[config.mk]
export PLATFORM = sky130hd
export DESIGN_NAME = fdiv_wb_buffer
export DESIGN_NICKNAME = d
export VERILOG_FILES = /design/src/rtl/fpu_pkg.sv /design/src/rtl/sync_fifo_ptr.sv /design/src/rtl/fdiv_wb_buffer.sv
export SDC_FILE = /design/constraint.sdc
export NUM_CORES = 1
export LEC_CHECK = 0
export BUFFER_PORTS_ARGS = -buffer_cell sky130_fd_sc_hd__clkbuf_2
export CAP_MARGIN = 20
export CORE_MARGIN = 2
export CORE_UTILIZATION = 53
export CTS_CLUSTER_SIZE = 40
export DETAILED_ROUTE_END_ITERATION = 10
export PLACE_DENSITY = 0.85
export SETUP_SLACK_MARGIN = 0.3
export SLEW_MARGIN = 20
export SYNTH_ARGS = -nofsm -noshare
export SYNTH_HDL_FRONTEND = slang
export SYNTH_SLANG_ARGS = --single-unit
[constraint.sdc]
create_clock -name clk -period 7.71 [get_ports clk]
set_clock_uncertainty 0.05 [all_clocks]
set_input_delay 2.313 -clock clk [delete_from_list [all_inputs] [get_ports clk]]
set_output_delay 2.313 -clock clk [all_outputs]
set_load 0.03 [all_outputs]
[src/rtl/fpu_pkg.sv]
// Shared FP helpers for the divider completion path: flag bit positions,
// canonical single-precision constants and an operand classifier.
package fpu_pkg;

    // Bit positions inside a RISC-V fflags vector {NV,DZ,OF,UF,NX}
    localparam int FFLAG_NX = 0;
    localparam int FFLAG_UF = 1;
    localparam int FFLAG_OF = 2;
    localparam int FFLAG_DZ = 3;
    localparam int FFLAG_NV = 4;

    localparam logic [31:0] QNAN = 32'h7fc00000;
    localparam logic [31:0] INF  = 32'h7f800000;
    localparam logic [31:0] MAX  = 32'h7f7fffff;

    typedef struct packed {
        logic zero;
        logic inf;
        logic nan;
        logic denorm;
    } fp_class_t;

    // Classify the magnitude (sign excluded) of a single-precision operand.
    // Denormals are deliberately not reported as zero.
    function automatic fp_class_t fp_class(input logic [30:0] mag);
        fp_class_t c;
        c.zero   = (mag[30:23] == 8'h00) && (mag[22:0] == 23'd0);
        c.inf    = (mag[30:23] == 8'hff) && (mag[22:0] == 23'd0);
        c.nan    = (mag[30:23] == 8'hff) && (mag[22:0] != 23'd0);
        c.denorm = (mag[30:23] == 8'h00) && (mag[22:0] != 23'd0);
        return c;
    endfunction

endpackage

[src/rtl/sync_fifo_ptr.sv]
// Generic DEPTH-entry FIFO with combinational head read. A push into a full
// FIFO without a same-cycle pop is dropped and reported on overflow.
module sync_fifo_ptr #(
    parameter int DEPTH = 2,
    parameter int PTR_W = $clog2(DEPTH),
    parameter int W     = 8
) (
    input  logic             clk,
    input  logic             clrn,
    input  logic             push,
    input  logic             pop,
    input  logic [W-1:0]     wdata,
    output logic [W-1:0]     rdata,
    output logic [PTR_W:0]   count,
    output logic             empty,
    output logic             full,
    output logic             overflow
);

    localparam logic [PTR_W:0]   CNT_ONE  = (PTR_W+1)'(1);
    localparam logic [PTR_W:0]   CNT_FULL = (PTR_W+1)'(DEPTH);
    localparam logic [PTR_W-1:0] PTR_ONE  = PTR_W'(1);

    logic [W-1:0]     mem [DEPTH];
    logic [PTR_W-1:0] rd_ptr;
    logic [PTR_W-1:0] wr_ptr;
    logic             do_push;
    logic             do_pop;

    assign empty    = (count == '0);
    assign full     = (count == CNT_FULL);
    assign do_pop   = pop & ~empty;
    assign do_push  = push & (~full | do_pop);
    assign overflow = push & full & ~do_pop;
    assign rdata    = mem[rd_ptr];

    // Entry storage; contents are only meaningful while counted
    always_ff @(posedge clk) begin
        if (do_push) begin
            mem[wr_ptr] <= wdata;
        end
    end

    // Pointers wrap naturally since DEPTH is a power of two
    always_ff @(posedge clk or negedge clrn) begin
        if (!clrn) begin
            rd_ptr <= '0;
            wr_ptr <= '0;
            count  <= '0;
        end else begin
            if (do_push) wr_ptr <= wr_ptr + PTR_ONE;
            if (do_pop)  rd_ptr <= rd_ptr + PTR_ONE;
            case ({do_push, do_pop})
                2'b10:   count <= count + CNT_ONE;
                2'b01:   count <= count - CNT_ONE;
                default: count <= count;
            endcase
        end
    end

endmodule

[src/rtl/fdiv_wb_buffer.sv]
// Completion stage for the iterative FP divider: tags the in-flight division,
// captures its quotient with fflags, and queues results for the FP write port.
module fdiv_wb_buffer
    import fpu_pkg::*;
#(
    parameter int DEPTH = 2,
    parameter int PTR_W = $clog2(DEPTH)
) (
    input  logic        clk,
    input  logic        clrn,
    input  logic        issue,
    input  logic [4:0]  issue_rd,
    input  logic [31:0] issue_a,
    input  logic [31:0] issue_b,
    input  logic        div_done,
    input  logic [31:0] div_s,
    input  logic        flush,
    input  logic        wb_ready,
    output logic        wb_valid,
    output logic [4:0]  wb_rd,
    output logic [31:0] wb_data,
    output logic [4:0]  wb_flags,
    output logic        issue_stall,
    output logic        err_overflow
);

    localparam int ENT_W = 5 + 32 + 5;

    typedef enum logic {IDLE, BUSY} state_t;

    state_t     state;
    logic [4:0] tag_rd;
    logic       tag_a_zero, tag_a_inf, tag_a_nan;
    logic       tag_b_zero, tag_b_inf, tag_b_nan;

    fp_class_t  a_cls;
    fp_class_t  b_cls;
    logic       inflight;
    logic       push;
    logic       pop;
    logic [4:0] flags;
    logic       nv, dz;

    logic [ENT_W-1:0] fifo_wdata;
    logic [ENT_W-1:0] fifo_rdata;
    logic [PTR_W:0]   fifo_count;
    logic             fifo_empty;
    logic             fifo_full;
    logic             fifo_overflow;
    logic [PTR_W+1:0] reserved;

    // Sign bits and denormal status do not affect any flag in this revision
    logic unused_bits;
    assign unused_bits = &{1'b0, issue_a[31], issue_b[31], a_cls.denorm,
                           b_cls.denorm, fifo_full};

    assign a_cls    = fp_class(issue_a[30:0]);
    assign b_cls    = fp_class(issue_b[30:0]);
    assign inflight = (state == BUSY);
    assign push     = inflight & div_done & ~flush;
    assign pop      = wb_valid & wb_ready;

    // Flags come from the tag of the division that is completing now
    always_comb begin
        flags           = '0;
        nv              = tag_a_nan | tag_b_nan | (tag_a_zero & tag_b_zero)
                        | (tag_a_inf & tag_b_inf);
        dz              = tag_b_zero & ~tag_a_zero & ~tag_a_nan & ~tag_a_inf;
        flags[FFLAG_NV] = nv;
        flags[FFLAG_DZ] = dz;
        flags[FFLAG_OF] = ((div_s[30:0] == INF[30:0]) || (div_s[30:0] == MAX[30:0]))
                        & ~nv & ~dz & ~tag_a_inf;
        flags[FFLAG_UF] = 1'b0;
        flags[FFLAG_NX] = 1'b0;
    end

    assign fifo_wdata = {tag_rd, div_s, flags};

    // Tag FSM: one division in flight; a completion may coincide with the
    // next issue, in which case the old tag is used and then replaced
    always_ff @(posedge clk or negedge clrn) begin
        if (!clrn) begin
            state      <= IDLE;
            tag_rd     <= '0;
            tag_a_zero <= 1'b0;
            tag_a_inf  <= 1'b0;
            tag_a_nan  <= 1'b0;
            tag_b_zero <= 1'b0;
            tag_b_inf  <= 1'b0;
            tag_b_nan  <= 1'b0;
        end else begin
            if (issue) begin
                tag_rd     <= issue_rd;
                tag_a_zero <= a_cls.zero;
                tag_a_inf  <= a_cls.inf;
                tag_a_nan  <= a_cls.nan;
                tag_b_zero <= b_cls.zero;
                tag_b_inf  <= b_cls.inf;
                tag_b_nan  <= b_cls.nan;
            end
            case (state)
                IDLE: if (issue) state <= BUSY;
                BUSY: begin
                    if (flush)                  state <= IDLE;
                    else if (div_done && !issue) state <= IDLE;
                end
                default: state <= IDLE;
            endcase
        end
    end

    // Sticky record of a result lost to a full queue
    always_ff @(posedge clk or negedge clrn) begin
        if (!clrn) begin
            err_overflow <= 1'b0;
        end else if (fifo_overflow) begin
            err_overflow <= 1'b1;
        end
    end

    sync_fifo_ptr #(
        .DEPTH (DEPTH),
        .PTR_W (PTR_W),
        .W     (ENT_W)
    ) u_fifo (
        .clk      (clk),
        .clrn     (clrn),
        .push     (push),
        .pop      (pop),
        .wdata    (fifo_wdata),
        .rdata    (fifo_rdata),
        .count    (fifo_count),
        .empty    (fifo_empty),
        .full     (fifo_full),
        .overflow (fifo_overflow)
    );

    // Head fields read as zero whenever nothing is queued
    assign wb_valid = ~fifo_empty;
    assign {wb_rd, wb_data, wb_flags} = wb_valid ? fifo_rdata : '0;

    // Every in-flight division holds a reserved slot in the queue
    assign reserved    = {1'b0, fifo_count} + {{(PTR_W+1){1'b0}}, inflight};
    assign issue_stall = inflight | (reserved >= (PTR_W+2)'(DEPTH));

endmodule

== Word level (Yosys, flattened, before mapping) ==
Memory sizes are Yosys's and may differ from the RTL's.
Cells that the tools add are included.
Word-level totals
  memory bits (writable): 80
  word-level logic and storage cells: 81
  bits of input ports: 107
  register bits after elaboration: 17
  memories kept: 1
  output and inout port bits: 45
Cells by class
  order comparisons: 1
  reduce and logical (&&, ||, !) cells: 17
  eq/ne operators: 7
  bitwise gates (word level): 30
  mux-type cells: 8
  $add $sub $neg: 5
Memories
  u_fifo.mem: depth 2, bits a word 40, rd ports 1, clocked after memory_dff 0, write ports 1, RTL line sync_fifo_ptr.sv:24  | logic [W-1:0] mem [DEPTH];
Operators by type and width (count)
  31-bit == test, second input constant: 2
  23-bit zero test: 2
  23-bit nonzero test: 2
  42-bit 2-to-1 mux: 1
  8-bit == test, second input constant: 2
  8-bit zero test: 2
  1-bit bitwise AND: 15
  1-bit inverter: 10
  1-bit logical AND: 7
  1-bit 2-to-1 mux: 5
  1-bit OR: 5
  2-bit == test, second input constant: 2
  2-bit one-hot mux with 2 select lines: 1
  2-bit by 1-bit adder with 3-bit output: 1
  3-bit by 2-bit >= comparator with 1-bit output, second input constant: 1
  1-bit adder, second input constant: 2
  2-bit by 1-bit adder with 2-bit output, second input constant: 1
  2-bit by 1-bit == test with 1-bit output, second input constant: 1
  2-bit zero test: 1
  1-bit one-hot mux with 2 select lines: 1
  2-bit nonzero test: 1
  2-bit by 1-bit subtractor with 2-bit output, second input constant: 1
  1-bit zero test: 1
  1-bit logical OR: 1

== Depth between registers and ports, before layout ==
Gate-level depths: netlist (run 1).
  depth after elaboration: 8
  mapped depth: 7
  gate-level depth less buffers: 7

== Cells and area by module ==
Synthesis (run 1) repeated with hierarchy kept, for this count alone.
Second synthesis, totals
  cells, all modules: 299
  area total of the unflattened synthesis: 4478.0 um^2
Modules (own cells, without submodules)
  sync_fifo_ptr: area an instance 3355.7 um^2, times used 1, seq. area each 2622.5 um^2, cells each 157
  fdiv_wb_buffer: area an instance 1122.3 um^2, times used 1, seq. area each 325.3 um^2, cells each 142

== Worst setup path after synthesis (run 1) ==
No wires, ideal clock.
  kind: input to register
  start: input port div_done
  end: memory u_fifo.mem[0][0] in the netlist's numbering, enable pin
  arrival time: 4525 ps
  cell stages on the path: 4
  buffers on the path: 1
  setup slack: 2698 ps
  required time: 7223 ps
  library setup time: 437 ps
  cell sequence: nand2_1 > or3_1 > clkbuf_1 > nor2_1
Between the ends
  longest elaborated chain between the ends: 5
Ends and longest elaborated chain
  start, declared: RTL line fdiv_wb_buffer.sv:15  | input logic div_done,
  1-bit bitwise AND (2 in series): RTL line fdiv_wb_buffer.sv:60  | assign push = inflight & div_done & ~flush;
  1-bit bitwise AND: RTL line sync_fifo_ptr.sv:33  | assign do_push = push & (~full | do_pop);
  1-bit 2-to-1 mux: RTL line sync_fifo_ptr.sv:39  | if (do_push) begin
  1-bit 2-to-1 mux (implied by the code): RTL line sync_fifo_ptr.sv:40  | mem[wr_ptr] <= wdata;
  end, declared: RTL line sync_fifo_ptr.sv:24
Every way passes these cells.

== Final worst setup path (run 1) ==
  start: register u_fifo.count[0]
  end: output port wb_data[22]
Between the ends
  longest elaborated chain between the ends: 2
Ends and longest elaborated chain
  start, declared: RTL line sync_fifo_ptr.sv:14  | output logic [PTR_W:0] count,
  start signal, assigned: RTL line sync_fifo_ptr.sv:54  | 2'b10: count <= count + CNT_ONE;
  start signal, assigned: RTL line sync_fifo_ptr.sv:55  | 2'b01: count <= count - CNT_ONE;
  start signal, assigned: RTL line sync_fifo_ptr.sv:56  | default: count <= count;
  2-bit zero test: RTL line sync_fifo_ptr.sv:30  | assign empty = (count == '0);
  42-bit 2-to-1 mux: RTL line fdiv_wb_buffer.sv:140  | assign {wb_rd, wb_data, wb_flags} = wb_valid ? fifo_rdata : '0;
  end, declared: RTL line fdiv_wb_buffer.sv:21  | output logic [31:0] wb_data,
Every way passes these cells.

==> results.toml, run 1 <==
[drt]
firstDrtPassIters = 4
vias = 2862
avgViaCountPerCell = 5.32
drt-initial-drc-count = 128
wl_per_cell_um = 15.6
post-route-drc-count = 0
routed_wl_um = 8410
ant_nets = 0

[yosys]
synth_flop_cell = "edfxtp_1"
synth_area_um2 = 4050
synthSimpleGateAreaFrac = 0.130
avgSynthCellArea_um2 = 14.2
ys_seq_elements = 97
yosys.area.top_type = "edfxtp_1"
synth.distinct_cells = 35
synthMuxAreaShare = 0.113
async_flop_share = 0.175
synth_top_area_share = 0.594
ys_seq_area_frac = 0.699
yosys-top-cells-area = "edfxtp_1, dfrtp_1, mux2i_1"
synth.most_common_cell = "edfxtp_1"
synth_warnings = 0
synthCells = 285
synth_top_family_by_area = "simple AND/OR/NAND/NOR gates"
synth_common_cells = "edfxtp_1, nor2_1, mux2i_1"
synth-edff-count = 80
synth_xor_area_frac = 0.0108
synth-compound-area-share = 0.0226
yosys.area_share.adder = 0.00309

[clocking]
cts_setup_buffers = 0
clock_latency_ns = 0.36
cts_buffers = 9
clk_pin_slew_worst_paths_ns = 0.09
clockBufferDepth = 2
cts_htree_levels = 3
post_cts_resized = 0
cts_sinks = 97
cts_hold_buf = 0
cts_root_buffer = "clkbuf_8"
cts_tree = "built"

[hold_path]
min_path_type = "reg -> reg"

[place]
dpl.cell_count = 522
dp_hpwl_um = 6090
gp_congestion = 0.751
port_buffers = 147

[global_routing]
grt_use_total = 0.200
grt-ovfl-total = 0
grt_max_degree = 42
grt_pass1_wl_um = 12900
first_global_vias = 2798
antenna_found_initial = 0

[critical_path]
crit_arrival_ns = 2.02
required_ns = 5.35
cpLargestDelayFamily = "simple AND/OR/NAND/NOR gates"
crit_slowest_cell = "nor2_4"
max_stage_delay_ns = 0.76
crit_buf_inv = 1
end_kind = "output pin"
critical_path_class = "reg -> out"
cp_max_fo = 41
path_cells = "nor2_4, nor2_1, clkbuf_2"
critPathLaunchType = "flip-flop"

[layout]
largest_registers = "u_fifo.mem x80, tag_rd x5, u_fifo.count x2"
num_antenna_cells = 0
nets = 542
fin_cells = 538
drive_above_1_share = 0.408
area_delta_synth_final_pct = 27.2
largest_reg_flops = 80
fin_util = 0.702
largest-register = "u_fifo.mem"

[power_and_ir_drop]
power_density_nw_per_um2 = 321
peakVddDrop_mv = 0.123
power.leakage_nw = 2.19
total_power_w = 0.00165

[timing]
finalCritPeriodShare = 0.568
setup_viol = 0
rsz0062_at_grt = "no"
relSlewSlack = 0.370
slew_violations = 0
fmax_mhz = 228
whs_ns = 0.413
timing.setup.tns_ns = 0
period_needed_ns = 4.38
finalHoldViolCount = 0
tightest_slew_ns = 0.942

[die]
fp-row-count = 31
core_area_um2 = 7330
start_util = 0.552
ioPinCount = 152
die_h_um = 91.4
die_w_um = 91.4
dieArea_um2 = 8350

[run_status]
status = "finished, final reports clean"

[run]
cap_violations = 0
per-stage QoR:
step | area (µm²) | worst slack (ns)
5_1_grt | 5140 | 3.20
2_1_floorplan | 4050 | 2.70
3_5_place_dp | 4920 | 3.64
3_3_place_gp | 4880 | 3.38
4_1_cts | 5140 | 3.29
6_report | 5140 | 3.33
cells by family after synthesis:
kind of cell,Yosys count
compound gates,13
xor+xnor,5
fa+ha+maj,1
buf+inv,19
flops,97
mux,45
other cells,1
simple gates,104
per-layer routing:
layer	up-vias	part of all wire	global-route usage	wire (µm)
li1	1380	-	-	-
met2	106	0.53	0.360	4480
met4	0	0.019	0.0821	161
met5	-	0	0	0
met1	1362	0.40	0.230	3330
met3	14	0.052	0.0448	437
cell type report:
cell class / instances / area, µm²
flip-flops and latches: 97 / 2830
fillers: 517 / 2190
multi-input cells: 170 / 1160
repair buffers: 150 / 783
clock buffers: 10 / 138
well taps: 99 / 124
clock inverters: 6 / 88.8
inverters: 6 / 22.5
report_power, final:
part / internal, W / switching [W] / leakage [nW]
logic: 0.000204 / 0.000448 / 1.14
clock network: 0.000192 / 0.000171 / 0.109
registers: 0.000615 / 0.0000241 / 0.944
total: 0.00101 / 0.000643 / 2.19
path summary, 6_finish.rpt:
path                       slack [ns]            start               to  cells after the start
min in group asynchronous        1.83             clrn        tag_rd[4]                      1
max                              3.33  u_fifo.count[0]      wb_data[22]                      3
min                              0.41     err_overflow     err_overflow                      1
min reg2reg                      0.41     err_overflow     err_overflow                      1
max reg2reg                      5.33  u_fifo.count[0]  u_fifo.count[1]                      6
max in group asynchronous        5.44             clrn    u_fifo.rd_ptr                      1
layout by cell type, fill, tap and decap left out, drive strengths merged, types with 3 or more instances in the layout:
cell type	n
nand2	6
nor4	20
o21ai	4
a22o	4
nand3	4
a21oi	3
nor3	4
nand4	10
nor2	48
clkbuf	157
dfrtp	17
edfxtp	80
mux2i	40
xnor2	3
buf	3
inv	7
mux2	5
No activity file was read; power rests on OpenSTA's default activity.
==> run 2, diff against run 1 <==
--- a/config.mk
+++ b/config.mk
@@ -5,13 +5,14 @@
 export SDC_FILE = /design/constraint.sdc
 export NUM_CORES = 1
 export LEC_CHECK = 0
+export ABC_AREA = 1
 export BUFFER_PORTS_ARGS = -buffer_cell sky130_fd_sc_hd__clkbuf_2
 export CAP_MARGIN = 20
 export CORE_MARGIN = 2
-export CORE_UTILIZATION = 53
+export CORE_UTILIZATION = 45
 export CTS_CLUSTER_SIZE = 40
 export DETAILED_ROUTE_END_ITERATION = 10
-export PLACE_DENSITY = 0.85
+export PLACE_DENSITY = 0.76
 export SETUP_SLACK_MARGIN = 0.3
 export SLEW_MARGIN = 20
 export SYNTH_ARGS = -nofsm -noshare
==> constraint.sdc (replaced) <==
create_clock -name clk -period 3.9 [get_ports clk]
set_clock_uncertainty 0.05 [all_clocks]
set_input_delay 1.17 -clock clk [delete_from_list [all_inputs] [get_ports clk]]
set_output_delay 1.17 -clock clk [all_outputs]
set_load 0.03 [all_outputs]
==> results.toml, run 2 <==
[global_routing]
grt_use_total = 0.184
top_usage_layer = "met2"
use_met3 = 0.0317
grt_pass1_wl_um = 14600
gr-usage-met2 = 0.346
grt-ovfl-total = 0
first_global_vias = 3229
antenna_found_initial = 0
met1_usage = 0.205
grt_max_degree = 43

[critical_path]
rr_worst_depth = 7
r2r_slack_ns = 1.96
critical_path_class = "reg -> out"
end_kind = "output pin"
required_ns = 2.68
critPathLaunchType = "flip-flop"
r2r-start = "u_fifo.count[0]"
path_cells = "inv_2, nand2_1, a21oi_1, clkbuf_2"
max_stage_delay_ns = 0.49
crit_arrival_ns = 1.82
worstReg2RegEnd = "u_fifo.count[1]"
cp_max_fo = 40
crit_slowest_cell = "inv_2"

[place]
dp_hpwl_um = 6610
gp_congestion = 0.795
port_buffers = 147
placed_cell_area_um2 = 5070

[yosys]
async_flop_share = 0.175
synth.distinct_cells = 25
synth-edff-count = 80
synth.most_common_cell = "nand2_1"
yosys.area.top_type = "edfxtp_1"
synth_area_um2 = 4250
yosys-top-cells-area = "edfxtp_1, nand2_1, dfrtp_1"
synth_warnings = 0
synth_flop_cell = "edfxtp_1"
avgSynthCellArea_um2 = 10.1
ys_seq_area_frac = 0.665
synth_common_cells = "nand2_1, edfxtp_1, nor2_1"
synth_top_area_share = 0.565
ys_seq_elements = 97
synthCells = 420

[layout]
num_antenna_cells = 0
nets = 674
final_area_um2 = 5260
fin_util = 0.572
largest-register = "u_fifo.mem"
layout_common_cells = "clkbuf_2, nand2_1, edfxtp_1, nor2_1, a21oi_1"
multi_input_area_um2 = 1260
largest_reg_flops = 80
regArea_um2 = 2830
final_common_cell = "clkbuf_2"
largest_registers = "u_fifo.mem x80, tag_rd x5, u_fifo.count x2"
drive_above_1_share = 0.310
area_delta_synth_final_pct = 23.6
nFillCells = 800

[hold_path]
min_path_type = "reg -> reg"
worstHoldStart = "tag_rd[0]"
worstHoldPathCells = 0
holdPathEnd = "u_fifo.mem[1][35]"

[power_and_ir_drop]
pwr-share-comb = 0.424
peakVddDrop_mv = 0.297
pwr-share-seq = 0.385
switching_share = 0.429
power_density_nw_per_um2 = 622
p_int_w = 0.00187
p_switching_w = 0.00140
power_frac_clock = 0.191
power.leakage_nw = 2.29

[drt]
post-route-drc-count = 0
firstDrtPassIters = 5
ant_nets = 0
wl_per_cell_um = 13.7
routed_wl_um = 9380
avgViaCountPerCell = 4.99
vias = 3400
drt-initial-drc-count = 125

[clocking]
clk_pin_slew_worst_paths_ns = 0.09
cts_hold_buf = 0
clockBufferDepth = 2
cts_setup_buffers = 0
cts_htree_levels = 3
cts_tree = "built"
clock_latency_ns = 0.35
post_cts_resized = 0
cts_root_buffer = "clkbuf_8"
cts_buffers = 9
cts_sinks = 97

[timing]
relSlewSlack = 0.538
fmax_mhz = 329
whs_ns = 0.428
period_needed_ns = 3.04
slew_violations = 0
setup_viol = 0
finalCritPeriodShare = 0.779
timing.setup.tns_ns = 0
tightest_slew_ns = 0.694
rsz0062_at_grt = "no"
finalHoldViolCount = 0

[die]
core_area_um2 = 9200
fp-row-count = 35
die_w_um = 101
ioPinCount = 152
die_h_um = 101
start_util = 0.463
dieArea_um2 = 10200

[run_status]
status = "finished, final reports clean"

[run]
cap_violations = 0
run 2: cell count changes after synthesis, sizes merged, moves of 4 or more:
cell / delta
a21oi: +43
mux2: -5
inv: +13
nor4: -20
a22o: -4
nand3: +6
clkbuf: -6
nand2: +137
buf: +10
nor2: +18
mux2i: -40
run 2: cell type report:
type,count,share of cell area
tap,111,0.0264
inverter,19,0.0136
clock buffer,10,0.0243
timing repair buffer,151,0.148
sequential,97,0.538
clock inverter,6,0.0112
multi-input combinational,288,0.239
run 2: per-stage QoR:
step | instances | setup slack, ns | power (W)
after floorplan | 421 | 0.840 | 0.00230
after global routing | 682 | 0.669 | 0.00346
after global placement | 666 | 1.20 | 0.00266
final | 682 | 0.860 | 0.00327
after CTS | 682 | 0.821 | 0.00331
after detailed placement | 666 | 1.17 | 0.00269
run 2: worst max-delay path: cells and delay by family, from the launching register on:
family | cells | cell delay (ns)
buf+inv | 2 | 0.73
compound gates | 1 | 0.21
simple gates | 1 | 0.10
flops | 1 | 0.39
run 2: power groups by stage:
stage | clock [W] | sequential (W) | combinational [W]
after floorplan | 0 | 0.00128 | 0.00101
after global placement | 0 | 0.00128 | 0.00138
after detailed placement | 0 | 0.00128 | 0.00140
after CTS | 0.000642 | 0.00126 | 0.00141
after global routing | 0.000674 | 0.00127 | 0.00151
final | 0.000625 | 0.00126 | 0.00139
run 2: cell families after synthesis:
group	count (synthesis)	synth area share
other cells	1	0.000882
xor+xnor	3	0.00618
buf+inv	36	0.0438
fa+ha+maj	1	0.00294
compound gates	52	0.0618
simple gates	230	0.220
flops	97	0.665
run 2: routing by layer:
metal,up-vias,share of wire
met4,0,0.018
met2,145,0.51
met1,1556,0.40
met5,-,0
li1,1686,-
met3,13,0.065
run 2: worst max path at each step:
stage	start	end	cells past startpoint
after detailed placement	div_done	u_fifo.mem[0][11]	6
after global routing	u_fifo.rd_ptr	wb_data[2]	4
after floorplan	div_done	u_fifo.mem[1][0]	4
after global placement	div_done	u_fifo.mem[0][11]	6
final	u_fifo.rd_ptr	wb_flags[2]	4
after CTS	u_fifo.rd_ptr	wb_flags[2]	4
==> run 3, diff against run 2 <==
==> constraint.sdc (replaced) <==
create_clock -name clk -period 2.6 [get_ports clk]
set_clock_uncertainty 0.05 [all_clocks]
set_input_delay 0.78 -clock clk [delete_from_list [all_inputs] [get_ports clk]]
set_output_delay 0.78 -clock clk [all_outputs]
set_load 0.03 [all_outputs]
==> results.toml, run 3 (synthesized netlist as in run 2, its figures left out) <==
[die]
die_w_um = 101
ioPinCount = 152
dieArea_um2 = 10200
start_util = 0.463
fp-row-count = 35
core_area_um2 = 9200
die_h_um = 101

[drt]
vias = 3498
drt-initial-drc-count = 109
ant_nets = 0
post-route-drc-count = 0
avgViaCountPerCell = 5.00
routed_wl_um = 10700
wl_per_cell_um = 15.4
firstDrtPassIters = 4

[clocking]
cts_sinks = 97
cts_hold_buf = 0
clk_pin_slew_worst_paths_ns = 0.10
cts_root_buffer = "clkbuf_8"
cts_buffers = 9
cts_htree_levels = 3
clockBufferDepth = 2
clock_latency_ns = 0.35
cts_tree = "built"

[timing]
period_needed_ns = 2.32
timing.setup.tns_ns = 0
setup_viol = 0
finalCritPeriodShare = 0.893
whs_ns = 0.297
rsz0062_at_grt = "yes"
finalHoldViolCount = 0
fmax_mhz = 431
slew_violations = 0

[power_and_ir_drop]
p_int_w = 0.00350
pwr-share-seq = 0.319
switching_share = 0.413
peakVddDrop_mv = 0.462
total_power_w = 0.00597
power.leakage_nw = 2.49
power_frac_clock = 0.153
pwr-share-comb = 0.528
p_switching_w = 0.00247
power_density_nw_per_um2 = 1020

[layout]
nFillCells = 776
layout_common_cells = "nand2_1, clkbuf_2, edfxtp_1, nor2_1, buf_4"
largest-register = "u_fifo.mem"
drive_above_1_share = 0.378
largest_reg_flops = 80
largest_registers = "u_fifo.mem x80, tag_rd x5, u_fifo.count x2"
multi_input_area_um2 = 1350
area_delta_synth_final_pct = 37.2
nets = 691
regArea_um2 = 2830
num_antenna_cells = 0
final_common_cell = "nand2_1"
final_area_um2 = 5840

[place]
port_buffers = 147
placed_cell_area_um2 = 5110
dp_hpwl_um = 6780
gp_congestion = 0.764

[critical_path]
max_stage_delay_ns = 0.46
required_ns = 1.77
r2r-start = "u_fifo.count[1]"
crit_arrival_ns = 1.49
cp_max_fo = 9
rr_worst_depth = 8
path_cells = "clkinv_4, clkbuf_16, nand2_1, a21oi_2, buf_6"
critical_path_class = "reg -> out"
worstReg2RegEnd = "u_fifo.count[1]"
critPathLaunchType = "flip-flop"
crit_slowest_cell = "dfrtp_2"
crit_buf_inv = 3
end_kind = "output pin"
cpLargestDelayFamily = "flip-flops"
r2r_slack_ns = 0.84

[global_routing]
grt_use_total = 0.190
grt_pass1_wl_um = 15000
first_global_vias = 3318
grt_max_degree = 43
antenna_found_initial = 0
grt-ovfl-total = 0

[run]
cap_violations = 0

[run_status]
status = "finished, final reports clean"

[hold_path]
min_path_type = "in -> async"
run 3: cell count changes in the layout (fill, tap and decap cells not counted), sizes merged:
| cell | before | now |
|---|---|---|
| clkinvlp | 0 | 1 |
| clkinv | 4 | 3 |
| inv | 20 | 22 |
| bufinv | 1 | 0 |
| buf | 4 | 56 |
| clkbuf | 157 | 121 |
run 3: final cells by class:
class	instances	area share
multi-input combinational	288	0.231
inverter	19	0.0131
sequential	97	0.485
clock buffer	9	0.0212
timing repair buffer	168	0.215
clock inverter	7	0.0105
tap	111	0.0238
run 3: per-stage QoR:
step,util,setup WS [ns],instances
2_1_floorplan,-,-0.0704,421
3_3_place_gp,0.556,0.403,670
3_5_place_dp,0.556,0.375,670
4_1_cts,0.593,0.193,688
5_1_grt,0.635,0.211,699
6_report,0.635,0.279,699
run 3: repair_timing:
| item | CTS | global route |
|---|---|---|
| pin swaps | 0 | 1 |
| hold endpoints to repair | 0 | 0 |
| gates resized for setup | 44 | 100 |
| cloned | 1 | 8 |
| buffers inserted | 1 | 3 |
| endpoints found under the setup margin | 40 | 41 |
run 3: worst max-delay path by stage:
stage | startpoint | endpoint | depth (start not counted)
floorplan | div_done | u_fifo.mem[1][0] | 4
global placement | div_done | u_fifo.count[1] | 8
detailed placement | div_done | u_fifo.mem[0][11] | 6
CTS | u_fifo.rd_ptr | wb_flags[4] | 5
global route | u_fifo.rd_ptr | wb_data[27] | 5
finish | u_fifo.rd_ptr | wb_flags[3] | 5
run 3: power by group through the flow:
stage | clock (W) | combinational (W) | sequential (W)
5_1_grt | 0.00101 | 0.00332 | 0.00191
4_1_cts | 0.000940 | 0.00242 | 0.00190
3_3_place_gp | 0 | 0.00214 | 0.00192
6_report | 0.000916 | 0.00315 | 0.00190
3_5_place_dp | 0 | 0.00217 | 0.00193
2_1_floorplan | 0 | 0.00152 | 0.00192
run 3: routing by layer:
metal / share of wire / global-route usage / vias to the layer above
li1: - / - / 1725
met1: 0.37 / 0.207 / 1617
met2: 0.55 / 0.365 / 144
met3: 0.065 / 0.0359 / 12
met4: 0.014 / 0.0665 / 0
met5: 0 / 0 / -
run 3: worst reg2reg max path: stages (launching register included):
cell       delay, ns
dfrtp_2         0.45
nor2_4          0.13
buf_12          0.16
clkbuf_16       0.17
nor2_4          0.05
ha_1            0.31
a21oi_1         0.11
o21ai_1         0.08
xor2_1          0.14
